File: src/rtl/i8080_pkg.sv
// i8080_pkg: shared cycle-type, status-byte and bus-state definitions
package i8080_pkg;
  typedef enum logic [2:0] {FETCH, MEM_RD, MEM_WR, STK_RD, STK_WR, IO_IN, IO_OUT, INTA} cyc_type_t;
  typedef enum logic [2:0] {S_IDLE, S_T1, S_T2, S_TW, S_T3} bus_state_t;
  localparam logic [7:0] ST_FETCH  = 8'hA2;
  localparam logic [7:0] ST_MEM_RD = 8'h82;
  localparam logic [7:0] ST_MEM_WR = 8'h00;
  localparam logic [7:0] ST_STK_RD = 8'h86;
  localparam logic [7:0] ST_STK_WR = 8'h04;
  localparam logic [7:0] ST_IO_IN  = 8'h42;
  localparam logic [7:0] ST_IO_OUT = 8'h10;
  localparam logic [7:0] ST_INTA   = 8'h23;
  function automatic logic [7:0] status_of(cyc_type_t t);
    case (t)
      FETCH:   return ST_FETCH;
      MEM_RD:  return ST_MEM_RD;
      MEM_WR:  return ST_MEM_WR;
      STK_RD:  return ST_STK_RD;
      STK_WR:  return ST_STK_WR;
      IO_IN:   return ST_IO_IN;
      IO_OUT:  return ST_IO_OUT;
      default: return ST_INTA;
    endcase
  endfunction
  function automatic logic is_read(cyc_type_t t);
    return !(t == MEM_WR || t == STK_WR || t == IO_OUT);
  endfunction
endpackage

File: src/rtl/bus_cycle_ctrl.sv
// bus_cycle_ctrl: 8080-style machine-cycle sequencer (T1/T2/TW/T3) with wait-state timeout
module bus_cycle_ctrl
  import i8080_pkg::*;
#(
  parameter int WAIT_MAX = 255
) (
  input  logic        clk50M_i,
  input  logic        rst_i,
  input  logic        cyc_req_i,
  input  logic [2:0]  cyc_type_i,
  input  logic [15:0] addr_i,
  input  logic [7:0]  wdata_i,
  input  logic        ready_i,
  input  logic [7:0]  ext_rdata_i,
  output logic [15:0] addr_o,
  output logic [7:0]  status_o,
  output logic        sync_o,
  output logic        dbin_o,
  output logic        wr_no,
  output logic [7:0]  wdata_o,
  output logic        wdata_oe_o,
  output logic [7:0]  rdata_o,
  output logic        cyc_ack_o,
  output logic        cyc_done_o,
  output logic        busy_o,
  output logic        wait_o,
  output logic        timeout_o
);
  bus_state_t state, nxt;
  cyc_type_t  typ;
  logic [7:0] wcnt;
  logic       start, tmo, rd, phase;
  // next-state decision; a new cycle may start only from IDLE or T3
  always_comb begin
    start = cyc_req_i && (state == S_IDLE || state == S_T3);
    tmo   = state == S_TW && !ready_i && wcnt == 8'(WAIT_MAX);
    rd    = is_read(typ);
    nxt   = start ? S_T1 :
            state == S_T1 ? S_T2 :
            state == S_T2 ? (ready_i ? S_T3 : S_TW) :
            state == S_TW ? (ready_i ? S_T3 : (tmo ? S_IDLE : S_TW)) : S_IDLE;
    phase = nxt == S_T2 || nxt == S_TW || nxt == S_T3;
  end
  // state, latched cycle attributes and registered bus strobes derived from the next state
  always_ff @(posedge clk50M_i or posedge rst_i) begin
    if (rst_i) begin
      state      <= S_IDLE;
      typ        <= FETCH;
      wcnt       <= '0;
      addr_o     <= '0;
      status_o   <= '0;
      wdata_o    <= '0;
      rdata_o    <= '0;
      sync_o     <= 1'b0;
      cyc_ack_o  <= 1'b0;
      dbin_o     <= 1'b0;
      wdata_oe_o <= 1'b0;
      wr_no      <= 1'b1;
      cyc_done_o <= 1'b0;
      busy_o     <= 1'b0;
      wait_o     <= 1'b0;
      timeout_o  <= 1'b0;
    end else begin
      state <= nxt;
      if (start) begin
        typ      <= cyc_type_t'(cyc_type_i);
        addr_o   <= addr_i;
        status_o <= status_of(cyc_type_t'(cyc_type_i));
        wdata_o  <= wdata_i;
      end
      if (state == S_T3 && rd) rdata_o <= ext_rdata_i;
      wcnt       <= start ? 8'd0 : (nxt == S_TW ? wcnt + 8'd1 : wcnt);
      sync_o     <= nxt == S_T1;
      cyc_ack_o  <= nxt == S_T1;
      dbin_o     <= phase && rd;
      wdata_oe_o <= phase && !rd;
      wr_no      <= !(nxt == S_T3 && !rd);
      cyc_done_o <= state == S_T3;
      busy_o     <= nxt != S_IDLE;
      wait_o     <= nxt == S_TW;
      timeout_o  <= tmo;
    end
  end
endmodule

File: config.mk
export PLATFORM = sky130hd
export DESIGN_NAME = bus_cycle_ctrl
export DESIGN_NICKNAME = d
export VERILOG_FILES = /design/src/rtl/i8080_pkg.sv /design/src/rtl/bus_cycle_ctrl.sv
export SDC_FILE = /design/constraint.sdc
export NUM_CORES = 1
export LEC_CHECK = 0
export CAP_MARGIN = 10
export CORE_MARGIN = 4
export CORE_UTILIZATION = 43
export DETAILED_ROUTE_END_ITERATION = 6
export HOLD_SLACK_MARGIN = 0.03
export PLACE_DENSITY = 0.77
export SETUP_SLACK_MARGIN = 0.1
export SLEW_MARGIN = 40
export SYNTH_ARGS = -nofsm -noshare
export SYNTH_HDL_FRONTEND = slang
export SYNTH_SLANG_ARGS = --single-unit
export TNS_END_PERCENT = 100
File: constraint.sdc
create_clock -name clk50M_i -period 2.2 [get_ports clk50M_i]
set_clock_uncertainty 0.05 [all_clocks]
set_input_delay 0.33 -clock clk50M_i [delete_from_list [all_inputs] [get_ports clk50M_i]]
set_output_delay 0.33 -clock clk50M_i [all_outputs]
set_load 0.02 [all_outputs]
Word level (Yosys, flattened, before mapping)

Cells that the tools add are included.

Flip-flop bits (word level): 62
Bits in latches: 0
RAM bits: 0
Memory bits (read-only): 0
Output and inout bits: 49
Logic and storage cells: 63
Memories: 0

$add $sub $neg: 1
Multiply operators: 0
Divide/modulo/power cells: 0
Order comparisons: 0
Equality and inequality tests: 18
Shift-type cells: 0
Muxes and demuxes: 10
Bitwise operators: 0
Reduce and logical (&&, ||, !) cells: 19

Operators by type and width:

| cell                | count |
|---|---|
| $pmux 8 s7          | 1 |
| $eq 3x2->1 const B  | 7 |
| $eq 3x3->1 const B  | 7 |
| $mux 3              | 6 |
| $mux 8              | 2 |
| $eq 3x1->1 const B  | 3 |
| $add 8x1->8 const B | 1 |
| $eq 8x8->1 const B  | 1 |
| $logic_and 1x1->1   | 7 |
| $logic_not 3->1     | 2 |
| $logic_or 1x1->1    | 5 |
| $logic_not 1->1     | 3 |
| $reduce_bool 3->1   | 1 |
| $mux 2              | 1 |
| $reduce_bool 2->1   | 1 |

Longest topological paths before layout

Gate-level depths: netlist of run 1.

Word-level depth: 13
Depth in mapped cells: 7
Depth with buffers taken out: 5

Least setup slack after synthesis of run 1

OpenSTA, ideal clock, no wires.

Path kind: reg2reg
Start: reg wcnt[0]
End: reg busy_o
Arrival: 1.410 ns
Data required time: 2.016 ns
Setup slack: 0.605 ns
Stages on the path, launching flop included: 6
Clock period less this slack: 1.595 ns
Cell sequence: dfrtp_1 ha_1 nand4_1 o21ai_2 o21a_1 nand2_1

Word-level cells in the longest chain between the ends: 9

Ends and longest elaborated chain:

| element                  | line                 | RTL |
|---|---|---|
| start: declaration       | bus_cycle_ctrl.sv:31 | `logic [7:0] wcnt;` |
| start signal: assignment | bus_cycle_ctrl.sv:72 | `wcnt <= start ? 8'd0 : (nxt == S_TW ? wcnt + 8'd1 : wcnt);` |
| $eq 8x8->1               | bus_cycle_ctrl.sv:36 | `tmo = state == S_TW && !ready_i && wcnt == 8'(WAIT_MAX);` |
| $logic_and 1x1->1        | bus_cycle_ctrl.sv:36 |  |
| $mux 2                   | bus_cycle_ctrl.sv:41 | `state == S_TW ? (ready_i ? S_T3 : (tmo ? S_IDLE : S_TW)) : S_IDLE;` |
| $mux 3 (2 in series)     | bus_cycle_ctrl.sv:41 |  |
| $mux 3                   | bus_cycle_ctrl.sv:40 | `state == S_T2 ? (ready_i ? S_T3 : S_TW) :` |
| $mux 3                   | bus_cycle_ctrl.sv:39 | `state == S_T1 ? S_T2 :` |
| $mux 3                   | bus_cycle_ctrl.sv:38 | `nxt = start ? S_T1 :` |
| $reduce_bool 3->1        | bus_cycle_ctrl.sv:79 | `busy_o <= nxt != S_IDLE;` |
| end signal: assignment   | bus_cycle_ctrl.sv:60 | `busy_o <= 1'b0;` |
| end signal: assignment   | bus_cycle_ctrl.sv:79 |  |
| end: declaration         | bus_cycle_ctrl.sv:25 | `output logic busy_o,` |

Every way passes these cells.
A chain may end at the register's enable or synchronous reset.

Worst setup path in the final report of run 1

Same ends and word-level chain as after synthesis.

==> results.md, run 1 <==
- Share of cells above drive strength 1: 0.0776
- Critical Path AT: around 2.0 ns
- Final cycle utilization of the critical path: 0.854
- IO buf count: 86
- Post-synthesis register bit count: 61
- Min cycle time layout: ~1.9 ns
- Cts repair resizes: 0
- Vias per inst: approximately 4.8
- Pre-antenna DRT Iters: 3
- CTS Buf Count: 9
- Post-Syn Area: around 2400 um2
- DRT Wirelength: about 5500 um
- Final setup TNS: 0 ns
- Largest net degree at the start of global routing: 42
- Vias: approximately 2.0k
- Distinct cells, synth: 40
- NumNets Final: ~370
- Final HPWL DP: about 4000 um
- Avg Cell Area, Syn: 10.2 um2
- Die X: ~83 um
- Worst vdd ir: 607 uV
- Most frequent cells in the layout: nand2_1, clkdlybuf4s50_1, dfrtp_1
- Die area: roughly 7000 um2
- # hold bufs at CTS: 0
- Clock root buffer: clkbuf_8
- Worst hold slack: roughly 0.23 ns
- Initial antenna violation count: 0
- Lkg Pwr: 1.66 nW
- Async SR Flop Fraction: 1.00
- Max Buffers Root-to-Sink: 2
- RSZ-0062 raised after global routing: no
- Fill cell count: roughly 460
- Initial core utilization: 0.444
- Slew Limit Fails: 0
- CP required: about 2.3 ns
- Gr ovfl total: 0
- Area of the core: between 5000 and 6000 um2
- Placement row count: 27
- CP endpoint: busy_o$_DFF_PP0_
- Kind of critical path: register to register
- Worst reg2reg path depth: 5
- RD Place Congestion: 0.746
- P&R area growth vs syn: 45.8%
- Achievable Freq: ~530 MHz
- Sequential share of the synthesized area: 0.624
- Worst-Skew Late Latency: between 0.3 and 0.4 ns
- Clock-pin slew on the worst setup and hold paths: approximately 0.060 ns
- Total of max-cap violations: 0
- Overall routing resource usage: 0.169
- Die height: between 80 and 90 um
- Cells after synthesis: 240
- Most common cell after layout, fill and taps aside: nand2_1
- Worst r2r src: wcnt[0]$_DFFE_PP0P_
- Ant. Diodes: 0
- CP endpoint kind: register
- Outcome: completed
- Post-synth EDFFs: 0
- Post-CTS setup buffers: 0
- Clk sinks: 61
- CP Max Fanout: 10
- Antenna Violating Nets Remaining: 0
- CP Launch Type: register
- Min-Delay Path Class: primary input to asynchronous set/reset pin
- H-tree depth: 3
- Dominant synthesized flop cell: dfrtp_1
- I/O pins: 88
- Synth Net Count: 280
- Synth warnings: 0
- P per Cell Area: approximately 1300 nW/um2
- DRC violations left: 0
- R2r setup slk: roughly 0.32 ns
- DR WL/cell: between 10 and 15 um
- Reg-to-Reg End: busy_o$_DFF_PP0_
- Vias in the first global route: 2038
- CTS tree: done
- Iter 0 DRT Violations: slightly above 50
- Final hold vios: 0
- Critical path origin: wcnt[0]$_DFFE_PP0P_
- First-pass GRT wire length: around 9400 um
- Final setup fails: 0
-- stage by stage --
step	power [W]	instances	instance area (um2)	setup slack (ns)	util
floorplan	0.00293	240	2450	0.309	-
global placement	0.00394	392	3410	0.215	0.619
detailed placement	0.00401	392	3410	0.178	0.619
CTS	0.00484	407	3570	0.324	0.648
global route	0.00509	407	3570	0.220	0.648
finish	0.00476	407	3570	0.321	0.648
-- power by group --
group | switching, W | leakage, nW | internal (W)
combinational | 0.00115 | 0.813 | 0.000998
clock | 0.000382 | 0.0833 | 0.000431
sequential | 0.000235 | 0.767 | 0.00157
total | 0.00177 | 1.66 | 0.00300
-- cells by family after synthesis --
logic type,after synthesis,synth area share
buffers and inverters,16,0.0286
other,1,0.00153
flip-flops,61,0.624
AO/OA/AOI/OAI,17,0.0547
multiplexers,9,0.0409
adder cells (fa/ha/maj),1,0.00511
XOR/XNOR,4,0.0143
AND/OR/NAND/NOR,131,0.231
-- critical path, stage by stage, from the launching register on --
cell and delay [ns]:
dfrtp_1 0.41, ha_1 0.28, nand4_1 0.26, o21ai_2 0.45
o21a_1 0.23, nand2_1 0.07
-- worst min path at each step --
stage	slack (ns)	end	cells after the start
CTS	0.22	rdata_o[6]$_DFFE_PP0P_	2
detailed placement	0.41	status_o[1]$_DFFE_PP0P_	2
finish	0.23	rdata_o[6]$_DFFE_PP0P_	2
global route	0.24	rdata_o[6]$_DFFE_PP0P_	2
floorplan	0.38	status_o[6]$_DFFE_PP0P_	1
global placement	0.40	status_o[4]$_DFFE_PP0P_	2
-- sequential cells by signal (all words and copies together), names as in the netlist, 3 cells and up --
signal,cells
typ,3
state,3
status_o,7
wcnt,8
addr_o,16
rdata_o,8
wdata_o,8
-- layout make-up --
| cell class | count | area (um2) | area share |
|---|---|---|---|
| inverter | 5 | 18.8 | 0.00526 |
| sequential | 61 | 1530 | 0.428 |
| multi-input combinational | 163 | 850 | 0.238 |
| clock buffer | 13 | 149 | 0.0417 |
| clock inverter | 2 | 10.0 | 0.00281 |
| tap | 72 | 90.1 | 0.0252 |
| timing repair buffer | 91 | 923 | 0.259 |
-- cells in the mapped netlist, types with 2 or more instances --
| library cell | number | area (um2) |
|---|---|---|
| nand2_1 | 96 | 360 |
| dfrtp_1 | 60 | 1500 |
| nor2_1 | 12 | 45.0 |
| mux2_1 | 8 | 90.1 |
| clkbuf_1 | 7 | 26.3 |
| nand3_1 | 6 | 30.0 |
| inv_1 | 4 | 15.0 |
| o211ai_1 | 3 | 22.5 |
| o21ai_0 | 3 | 15.0 |
| o31ai_1 | 3 | 22.5 |
| a31oi_1 | 2 | 12.5 |
| and3_1 | 2 | 12.5 |
| buf_2 | 2 | 10.0 |
| buf_4 | 2 | 15.0 |
| nand4_1 | 2 | 12.5 |
| o21ai_1 | 2 | 10.0 |
| xnor2_1 | 2 | 17.5 |
| xor2_1 | 2 | 17.5 |
-- metal layers --
metal	GRT usage	wire, um	up-vias
li1	-	-	956
met1	0.208	2400	936
met2	0.278	2640	59
met3	0.0397	337	6
met4	0.0833	83	0
met5	0	0	-
(Power assumes the default switching activity.)
==> inputs of run 2 (changes only) <==
- SLEW_MARGIN: 40 -> 20
==> results of run 2 <==
The final DEF is identical to that of run 1; final timing and power are the same.
